$ cat src/rtl/bcd_display_counter.sv
// bcd_display_counter
// Multi-digit BCD up/down counter with a multiplexed 7-segment driver.
// A prescaler sets the count rate. A free-running scan counter steps
// through the digits, driving one active-low anode and its segment pattern.
// The count value, wrap pulse, anode and segment outputs are all registered.

module bcd_display_counter #(
  parameter int DIGITS   = 4,
  parameter int TICK_DIV = 50_000_000,
  parameter int SCAN_DIV = 50_000
) (
  input  logic                  clk,
  input  logic                  rst,
  input  logic                  en,
  input  logic                  up,
  input  logic                  load,
  input  logic [4*DIGITS-1:0]   load_val,
  output logic [6:0]            seg,
  output logic [DIGITS-1:0]     an,
  output logic [4*DIGITS-1:0]   value,
  output logic                  wrap
);

  // Counter widths. A width of 1 is the minimum so that degenerate
  // parameter values (SCAN_DIV=1, DIGITS=1) still elaborate cleanly.
  localparam int PW = (TICK_DIV > 1) ? $clog2(TICK_DIV) : 1;
  localparam int SW = (SCAN_DIV > 1) ? $clog2(SCAN_DIV) : 1;
  localparam int IW = (DIGITS   > 1) ? $clog2(DIGITS)   : 1;

  localparam logic [PW-1:0] PRESC_LAST = PW'(TICK_DIV - 1);
  localparam logic [SW-1:0] SCAN_LAST  = SW'(SCAN_DIV - 1);
  localparam logic [IW-1:0] IDX_LAST   = IW'(DIGITS - 1);

  // Segment patterns {a,b,c,d,e,f,g}, active-low. Non-BCD codes blank the
  // digit. The counter itself never holds a non-BCD code.
  function automatic logic [6:0] seg_code(input logic [3:0] digit);
    logic [6:0] pattern;
    pattern = 7'b1111111;
    case (digit)
      4'd0: pattern = 7'b0000001;
      4'd1: pattern = 7'b1001111;
      4'd2: pattern = 7'b0010010;
      4'd3: pattern = 7'b0000110;
      4'd4: pattern = 7'b1001100;
      4'd5: pattern = 7'b0100100;
      4'd6: pattern = 7'b0100000;
      4'd7: pattern = 7'b0001111;
      4'd8: pattern = 7'b0000000;
      4'd9: pattern = 7'b0000100;
      default: pattern = 7'b1111111;
    endcase
    return pattern;
  endfunction

  // State registers
  logic [PW-1:0]          r_presc;
  logic [SW-1:0]          r_scan;
  logic [IW-1:0]          r_idx;
  logic [4*DIGITS-1:0]    r_value;
  logic                   r_wrap;
  logic [DIGITS-1:0]      r_an;
  logic [6:0]             r_seg;

  // Combinational next-state and helper signals
  logic                   w_tick;
  logic [PW-1:0]          w_presc_next;
  logic                   w_scan_last;
  logic [SW-1:0]          w_scan_next;
  logic [IW-1:0]          w_idx_next;
  logic [4*DIGITS-1:0]    w_load_bcd;
  logic [4*DIGITS-1:0]    w_step_value;
  logic                   w_step_wrap;
  logic [4*DIGITS-1:0]    w_value_next;
  logic                   w_wrap_next;
  logic [3:0]             w_next_digit [DIGITS];
  logic [3:0]             w_sel_digit;
  logic [DIGITS-1:0]      w_an_next;
  logic [6:0]             w_seg_next;

  // A count step happens on the last cycle of each prescaler period.
  assign w_tick = en && (r_presc == PRESC_LAST);

  // Prescaler next state: a load restarts the period; en=0 holds it.
  always_comb begin
    w_presc_next = r_presc;
    if (load) begin
      w_presc_next = '0;
    end else if (en) begin
      if (w_tick) begin
        w_presc_next = '0;
      end else begin
        w_presc_next = r_presc + PW'(1);
      end
    end
  end

  // Load value sanitised digit by digit: anything above 9 saturates to 9.
  genvar gi;
  generate
    for (gi = 0; gi < DIGITS; gi++) begin : g_load_clamp
      assign w_load_bcd[4*gi +: 4] = (load_val[4*gi +: 4] > 4'd9) ? 4'd9
                                                                   : load_val[4*gi +: 4];
    end
  endgenerate

  // Ripple a +1 or -1 through the digits. The carry (or borrow) that
  // leaves the top digit means the whole counter wrapped around.
  always_comb begin
    logic       carry;
    logic [3:0] digit;
    w_step_value = r_value;
    carry        = 1'b1;
    digit        = 4'd0;
    for (int i = 0; i < DIGITS; i++) begin
      digit = r_value[4*i +: 4];
      if (carry) begin
        if (up) begin
          if (digit >= 4'd9) begin
            w_step_value[4*i +: 4] = 4'd0;
          end else begin
            w_step_value[4*i +: 4] = digit + 4'd1;
            carry                  = 1'b0;
          end
        end else begin
          if (digit == 4'd0) begin
            w_step_value[4*i +: 4] = 4'd9;
          end else begin
            w_step_value[4*i +: 4] = digit - 4'd1;
            carry                  = 1'b0;
          end
        end
      end
    end
    w_step_wrap = carry;
  end

  // Value next state: load beats a coincident tick and never signals wrap.
  always_comb begin
    w_value_next = r_value;
    w_wrap_next  = 1'b0;
    if (load) begin
      w_value_next = w_load_bcd;
    end else if (w_tick) begin
      w_value_next = w_step_value;
      w_wrap_next  = w_step_wrap;
    end
  end

  // Scan counter and digit index next state; runs regardless of en.
  assign w_scan_last = (r_scan == SCAN_LAST);

  always_comb begin
    w_scan_next = r_scan + SW'(1);
    w_idx_next  = r_idx;
    if (w_scan_last) begin
      w_scan_next = '0;
      if (r_idx == IDX_LAST) begin
        w_idx_next = '0;
      end else begin
        w_idx_next = r_idx + IW'(1);
      end
    end
  end

  // Display outputs are derived from the next value and next index so that
  // after every edge the lit digit shows exactly what value holds.
  generate
    for (gi = 0; gi < DIGITS; gi++) begin : g_display
      assign w_next_digit[gi] = w_value_next[4*gi +: 4];
      assign w_an_next[gi]    = (w_idx_next != IW'(gi));
    end
  endgenerate

  assign w_sel_digit = w_next_digit[w_idx_next];
  assign w_seg_next  = seg_code(w_sel_digit);

  // Count path registers: prescaler, value and wrap pulse.
  always_ff @(posedge clk) begin
    if (rst) begin
      r_presc <= '0;
      r_value <= '0;
      r_wrap  <= 1'b0;
    end else begin
      r_presc <= w_presc_next;
      r_value <= w_value_next;
      r_wrap  <= w_wrap_next;
    end
  end

  // Scan path registers: slot counter, digit index, anode and segments.
  always_ff @(posedge clk) begin
    if (rst) begin
      r_scan <= '0;
      r_idx  <= '0;
      r_an   <= {DIGITS{1'b1}} & ~{{(DIGITS-1){1'b0}}, 1'b1};
      r_seg  <= 7'b0000001;
    end else begin
      r_scan <= w_scan_next;
      r_idx  <= w_idx_next;
      r_an   <= w_an_next;
      r_seg  <= w_seg_next;
    end
  end

  assign value = r_value;
  assign wrap  = r_wrap;
  assign an    = r_an;
  assign seg   = r_seg;

endmodule

$ cat config.mk
export PLATFORM = sky130hd
export DESIGN_NAME = bcd_display_counter
export DESIGN_NICKNAME = d
export VERILOG_FILES = /design/src/rtl/bcd_display_counter.sv
export SDC_FILE = /design/constraint.sdc
export NUM_CORES = 1
export LEC_CHECK = 0
export BUFFER_PORTS_ARGS = -buffer_cell sky130_fd_sc_hd__clkbuf_2
export CORE_ASPECT_RATIO = 0.6
export CORE_UTILIZATION = 50
export DETAILED_ROUTE_END_ITERATION = 6
export PLACE_DENSITY_LB_ADDON = 0.05
export SLEW_MARGIN = 10
export SYNTH_ARGS = -nofsm -noshare
export SYNTH_HDL_FRONTEND = slang
export SYNTH_SLANG_ARGS = --single-unit
$ cat constraint.sdc
create_clock -name clk -period 3.8 [get_ports clk]
set_input_delay 0.57 -clock clk [delete_from_list [all_inputs] [get_ports clk]]
set_output_delay 0.57 -clock clk [all_outputs]
set_load 0.02 [all_outputs]
==> impl_metrics.py, run 1 <==
metrics = {
    "run_status": {
        "outcome": "finished, final reports clean",
    },
    "drt": {
        "drt_iter0_drc": 481,
        "wl_um": 12600,
        "viasPerCell": 6.12,
        "dr.pass1.iters": 5,
        "post-route-drc-count": 0,
        "postRouteAntennaNets": 0,
        "vias": 4448,
        "wl_per_cell_um": 17.4,
    },
    "yosys": {
        "synth_area_leaders": "dfxtp_1, ha_1, nor2_1",
        "yosys_register_bits": 72,
        "synth_top_cell_by_area": "dfxtp_1",
        "synth_edf_count": 0,
        "ys_types": 72,
        "synth_top_area_share": 0.319,
        "ys.flop_type": "dfxtp_1",
        "seq_area_frac_synth": 0.319,
        "synth.cell_area_sq_mm": 0.00452,
        "async_flop_share": 0,
        "synth_warnings": 0,
        "postSynthAreaPerCell_sq_um": 8.10,
        "synth_fp_nets": 600,
        "synthCells": 558,
    },
    "timing": {
        "finalSetupViolations": 0,
        "report.final.slew_viol_count": 0,
        "relSlewSlack": 0.572,
        "clock_skew_ns": 0.00460,
        "max_slew.worst_pin.slew_ns": 0.626,
        "rsz0062_at_grt": "no",
        "fmax_mhz": 285,
        "setup_ws_ns": 0.295,
        "post-route-min-period_ns": 3.51,
        "period_share": 0.922,
        "hold_viol": 0,
        "fin_setup_tns_ns": 0,
    },
    "pwr": {
        "max-vdd-ir-drop_mv": 0.232,
        "power_mw": 1.99,
        "p_switching_mw": 0.533,
        "p_seq_frac": 0.402,
        "sw_frac_of_total": 0.268,
        "powerDensity_mw_per_mm2": 378,
        "p_clk_frac": 0.453,
        "leakage_nw": 2.07,
        "p_int_mw": 1.45,
        "combPwrFrac": 0.146,
    },
    "worst_setup_path": {
        "crit_path_max_fanout": 10,
        "critPathRequiredTime_ns": 4.02,
        "worstSetupStartpointType": "flop",
        "arrival_ns": 3.73,
        "critical_path_class": "reg2reg",
        "cp-end-kind": "flop",
    },
    "final_layout": {
        "final_util": 0.610,
        "final_cell_mix": "dfxtp_1, nor2_1, nand2_1, clkbuf_2, xor2_1",
        "nets": 652,
        "mostFrequentLayoutCell": "dfxtp_1",
        "drive_above_1_share": 0.159,
        "area_growth_pct": 16.4,
        "antenna_cells": 0,
        "final_area_sq_mm": 0.00526,
    },
    "grt": {
        "grt_pass1_wl_um": 20400,
        "grtUsageTotal": 0.277,
        "first_global_vias": 3981,
        "antenna_found_initial": 0,
        "grt.overflow.total": 0,
        "grt_max_degree": 31,
    },
    "floorplan": {
        "ios": 49,
        "num_rows": 26,
        "die_w_um": 125,
        "dieArea_sq_mm": 0.00943,
        "start_util": 0.524,
        "core_sq_mm": 0.00862,
        "die_h_um": 75.6,
    },
    "clock_network": {
        "clk_pin_slew_ns": 0.06,
        "clkSinkCount": 72,
        "cts_buffers": 9,
        "post_cts_buffers": 0,
        "cts_root_buffer": "clkbuf_16",
        "cts_tree": "done",
        "clk-insertion-delay-late_ns": 0.34,
        "clock_path_buffers": 2,
        "cts_max_level": 3,
    },
    "place": {
        "globalplace.congestion": 0.925,
        "portBuffers": 48,
        "placed_area_sq_mm": 0.00493,
        "dp_hpwl_um": 9310,
        "post-place-ws_ns": 0.299,
    },
    "hold_path": {
        "min_path_type": "reg2reg",
    },
    "job": {
        "maxCapViolations": 0,
    },
}
==> registers in the layout, indices dropped and copies added, names as in the netlist <==
name / count
an: 4
seg: 7
value: 16
r_idx: 2
r_scan: 16
r_presc: 26
wrap: 1
==> power by group through the flow <==
| stage | Sequential (mW) | Clock (mW) | Combinational (mW) |
|---|---|---|---|
| after detailed placement | 0.814 | 0 | 0.280 |
| after global routing | 0.801 | 0.939 | 0.316 |
| after floorplan | 0.830 | 0 | 0.171 |
| after global placement | 0.813 | 0 | 0.275 |
| final | 0.798 | 0.900 | 0.290 |
| after CTS | 0.797 | 0.910 | 0.282 |
==> final timing paths <==
path	from	end	slack [ns]	cells past startpoint
hold / removal	r_scan[0]$_SDFF_PP0_	r_scan[0]$_SDFF_PP0_	0.45	1
setup / recovery	value[1]$_SDFF_PP0_	seg[2]$_SDFF_PP0_	0.29	10
setup reg to reg	value[1]$_SDFF_PP0_	seg[2]$_SDFF_PP0_	0.29	10
hold reg to reg	r_scan[0]$_SDFF_PP0_	r_scan[0]$_SDFF_PP0_	0.45	1
==> per-layer routing <==
layer  global-route usage  part of all wire  up-vias
met5               0.0245                 0        -
met4               0.0790            0.0089        0
met3               0.0920              0.10       13
met2                0.383              0.39      213
met1                0.402              0.50     2080
li1                     -                 -     2142
==> synth_stat cells (4+ instances only) <==
cell / n
mux2i_1: 5
a21oi_1: 24
nor4bb_1: 4
and4_1: 7
nand4_1: 14
inv_1: 21
nor3_1: 11
xnor2_1: 11
clkbuf_1: 21
xor2_1: 27
o21ai_0: 22
a31oi_1: 7
a311oi_1: 5
and3_1: 13
nand2b_1: 6
o31ai_1: 9
nor2_1: 67
nor4_1: 7
nand3_1: 25
nor2b_1: 6
ha_1: 21
dfxtp_1: 72
a211oi_1: 7
nand3b_1: 6
nand2_1: 52
and2_1: 5
o21a_1: 7
nor3b_1: 4
==> worst max-delay path: stages (launching register included) <==
cell      delay [ns]
dfxtp_1         0.38
inv_1           0.11
ha_1            0.28
or4b_1          0.54
o21a_1          0.21
nor3_1          0.42
o21ai_0         0.20
a311oi_1        0.39
o32a_1          0.53
mux2i_1         0.23
a21oi_1         0.09
==> what timing repair did <==
action / CTS / global route
hold buffers: 0 / 0
endpoints found under the setup margin: 0 / 3
resized for setup: 0 / 2
==> cell families after synthesis <==
group | share of synthesized area
compound gates | 0.197
xor+xnor | 0.0737
fa+ha+maj | 0.0582
buf+inv | 0.0399
flops | 0.319
mux | 0.0161
simple gates | 0.296
==> final cells by class <==
type                       instances  area [sq um]
fill                             758          3360
multi-input combinational        439          2910
sequential                        72          1440
timing repair buffer              65           368
clock buffer                      10           229
tap                              112           140
inverter                          23          86.3
clock inverter                     6          83.8
==> per-stage QoR <==
stage	hold WS, ns	cells
6_report	0.450	727
2_1_floorplan	0.418	558
4_1_cts	0.452	727
3_5_place_dp	0.444	711
5_1_grt	0.511	727
3_3_place_gp	0.432	711
Power figures use the tool's default switching activity.
==> inputs of run 2 (changes only) <==
RECOVER_POWER = 50   (was unset)
==> run 2 against run 1 <==
  * Core utilization shrank 0.61 points
  * Clock power barely moved
  * Final area down 1.0%
  * Combinational power is 2% lower
  * Setup slack improved by 0.022 ns
  * Clock skew hardly changed
  * Largest power group unchanged
==> impl_metrics.py, run 2 (same netlist as run 1, synthesis figures left out) <==
metrics = {
    "hold_path": {
        "min_path_type": "reg2reg",
        "worstHoldEndpoint": "r_scan[0]$_SDFF_PP0_",
        "min_path_cells": 1,
        "min_from": "r_scan[0]$_SDFF_PP0_",
    },
    "pwr": {
        "combPwrFrac": 0.143,
        "p_switching_mw": 0.535,
        "max-vdd-ir-drop_mv": 0.232,
        "p_clk_frac": 0.454,
        "sw_frac_of_total": 0.270,
        "powerDensity_mw_per_mm2": 381,
        "p_seq_frac": 0.402,
        "leakage_nw": 1.97,
        "p_int_mw": 1.45,
    },
    "place": {
        "portBuffers": 48,
        "placed_area_sq_mm": 0.00493,
        "globalplace.congestion": 0.925,
        "dp.cells": 711,
        "dp_hpwl_um": 9310,
        "post-place-ws_ns": 0.299,
    },
    "grt": {
        "grt.overflow.total": 0,
        "grt_max_degree": 31,
        "grt_pass1_wl_um": 20400,
        "grtUsageTotal": 0.277,
        "antenna_found_initial": 0,
        "first_global_vias": 3981,
    },
    "final_layout": {
        "regMostFlops": "r_presc",
        "mostFrequentLayoutCell": "dfxtp_1",
        "drive_above_1_share": 0.111,
        "area_growth_pct": 15.3,
        "fillCellCount": 772,
        "nets": 652,
        "largest_reg_flops": 26,
        "final_area_sq_mm": 0.00521,
        "antenna_cells": 0,
        "final_cell_mix": "dfxtp_1, nor2_1, nand2_1, clkbuf_1, xor2_1",
        "finalNonFillerCells": 727,
        "final_util": 0.604,
    },
    "timing": {
        "fin_setup_tns_ns": 0,
        "rsz0062_at_grt": "no",
        "setup_ws_ns": 0.317,
        "relSlewSlack": 0.573,
        "period_share": 0.916,
        "max_slew.worst_pin.slew_ns": 0.624,
        "hold_viol": 0,
        "report.final.slew_viol_count": 0,
        "finalSetupViolations": 0,
        "clock_skew_ns": 0.00500,
        "post-route-min-period_ns": 3.48,
        "fmax_mhz": 287,
    },
    "drt": {
        "wl_per_cell_um": 17.4,
        "wl_met1_um": 6360,
        "viasPerCell": 6.15,
        "vias": 4469,
        "wl_um": 12600,
        "post-route-drc-count": 0,
        "wl_met2_um": 4870,
        "drt_iter0_drc": 493,
        "dr.pass1.iters": 5,
        "top_layer": "met4",
        "postRouteAntennaNets": 0,
        "wl_met3_um": 1230,
    },
    "floorplan": {
        "die_h_um": 75.6,
        "num_rows": 26,
        "dieArea_sq_mm": 0.00943,
        "core_sq_mm": 0.00862,
        "die_w_um": 125,
        "start_util": 0.524,
        "ios": 49,
    },
    "clock_network": {
        "cts_tree": "done",
        "clock_path_buffers": 2,
        "cts_root_buffer": "clkbuf_16",
        "cts_max_level": 3,
        "clk-insertion-delay-late_ns": 0.34,
        "clk_pin_slew_ns": 0.06,
        "cts_buffers": 9,
        "clkSinkCount": 72,
    },
    "run_status": {
        "outcome": "finished, final reports clean",
    },
    "worst_setup_path": {
        "critPathRequiredTime_ns": 4.02,
        "path_buf_inv": 1,
        "slowest_stage": "or4b_1",
        "path_delay_family": "compound AO/OA/AOI/OAI gates",
        "worst_path_largest_cell_delay_ns": 0.54,
        "r2r_setup_slack_ns": 0.32,
        "cp-end-kind": "flop",
        "r2r-start": "value[1]$_SDFF_PP0_",
        "critical_path_class": "reg2reg",
        "arrival_ns": 3.70,
        "worstSetupStartpointType": "flop",
        "worstPathCellList": "inv_1, ha_1, or4b_1, o21a_1, nor3_1, o21ai_0, a311oi_1, o32a_1, mux2i_1, a21oi_1",
        "rr_worst_depth": 10,
        "crit_path_max_fanout": 10,
        "reg2reg_to": "seg[2]$_SDFF_PP0_",
    },
    "job": {
        "maxCapViolations": 0,
    },
}
run 2: changes by cell type in the layout (fill, tap and decap cells not counted), sizes merged:
cell	previous run	this run
buf	17	13
clkbuf	58	62
run 2: metal layers:
| layer | up-vias | track usage |
|---|---|---|
| li1 | 2146 | - |
| met1 | 2090 | 0.402 |
| met2 | 214 | 0.383 |
| met3 | 19 | 0.0920 |
| met4 | 0 | 0.0790 |
| met5 | - | 0.0245 |
run 2: worst max path at each step:
stage	slack, ns	start	endpoint	depth (start not counted)
final	0.32	value[1]$_SDFF_PP0_	seg[2]$_SDFF_PP0_	10
after global routing	0.08	value[1]$_SDFF_PP0_	seg[2]$_SDFF_PP0_	10
after CTS	0.27	value[1]$_SDFF_PP0_	seg[3]$_SDFF_PP0_	12
after detailed placement	0.30	value[1]$_SDFF_PP0_	seg[3]$_SDFF_PP0_	12
after global placement	0.44	up	seg[3]$_SDFF_PP0_	11
after floorplan	0.62	value[5]$_SDFF_PP0_	seg[3]$_SDFF_PP0_	12
run 2: power by group through the flow:
stage	Clock [mW]	Sequential [mW]	Combinational (mW)
floorplan	0	0.830	0.171
global route	0.939	0.801	0.311
finish	0.902	0.798	0.284
CTS	0.910	0.797	0.282
detailed placement	0	0.814	0.280
global placement	0	0.813	0.275
run 2: area by class of cell:
class	instances	area [sq um]	share of cell area
sequential	72	1440	0.277
multi-input combinational	439	2910	0.558
inverter	23	86.3	0.0166
clock inverter	6	83.8	0.0161
clock buffer	10	229	0.0440
tap	112	140	0.0269
timing repair buffer	65	322	0.0617
run 2: per-stage QoR:
step	hold WS, ns	total power [mW]
after detailed placement	0.444	1.09
after global placement	0.432	1.09
final	0.450	1.98
after global routing	0.511	2.05
after CTS	0.452	1.99
after floorplan	0.418	1.00
run 2: repair_timing:
action                     in CTS  in global routing
hold buffers                    0                  0
setup buffers                   0                  0
resized for setup               0                  2
setup endpoints to repair       0                  3
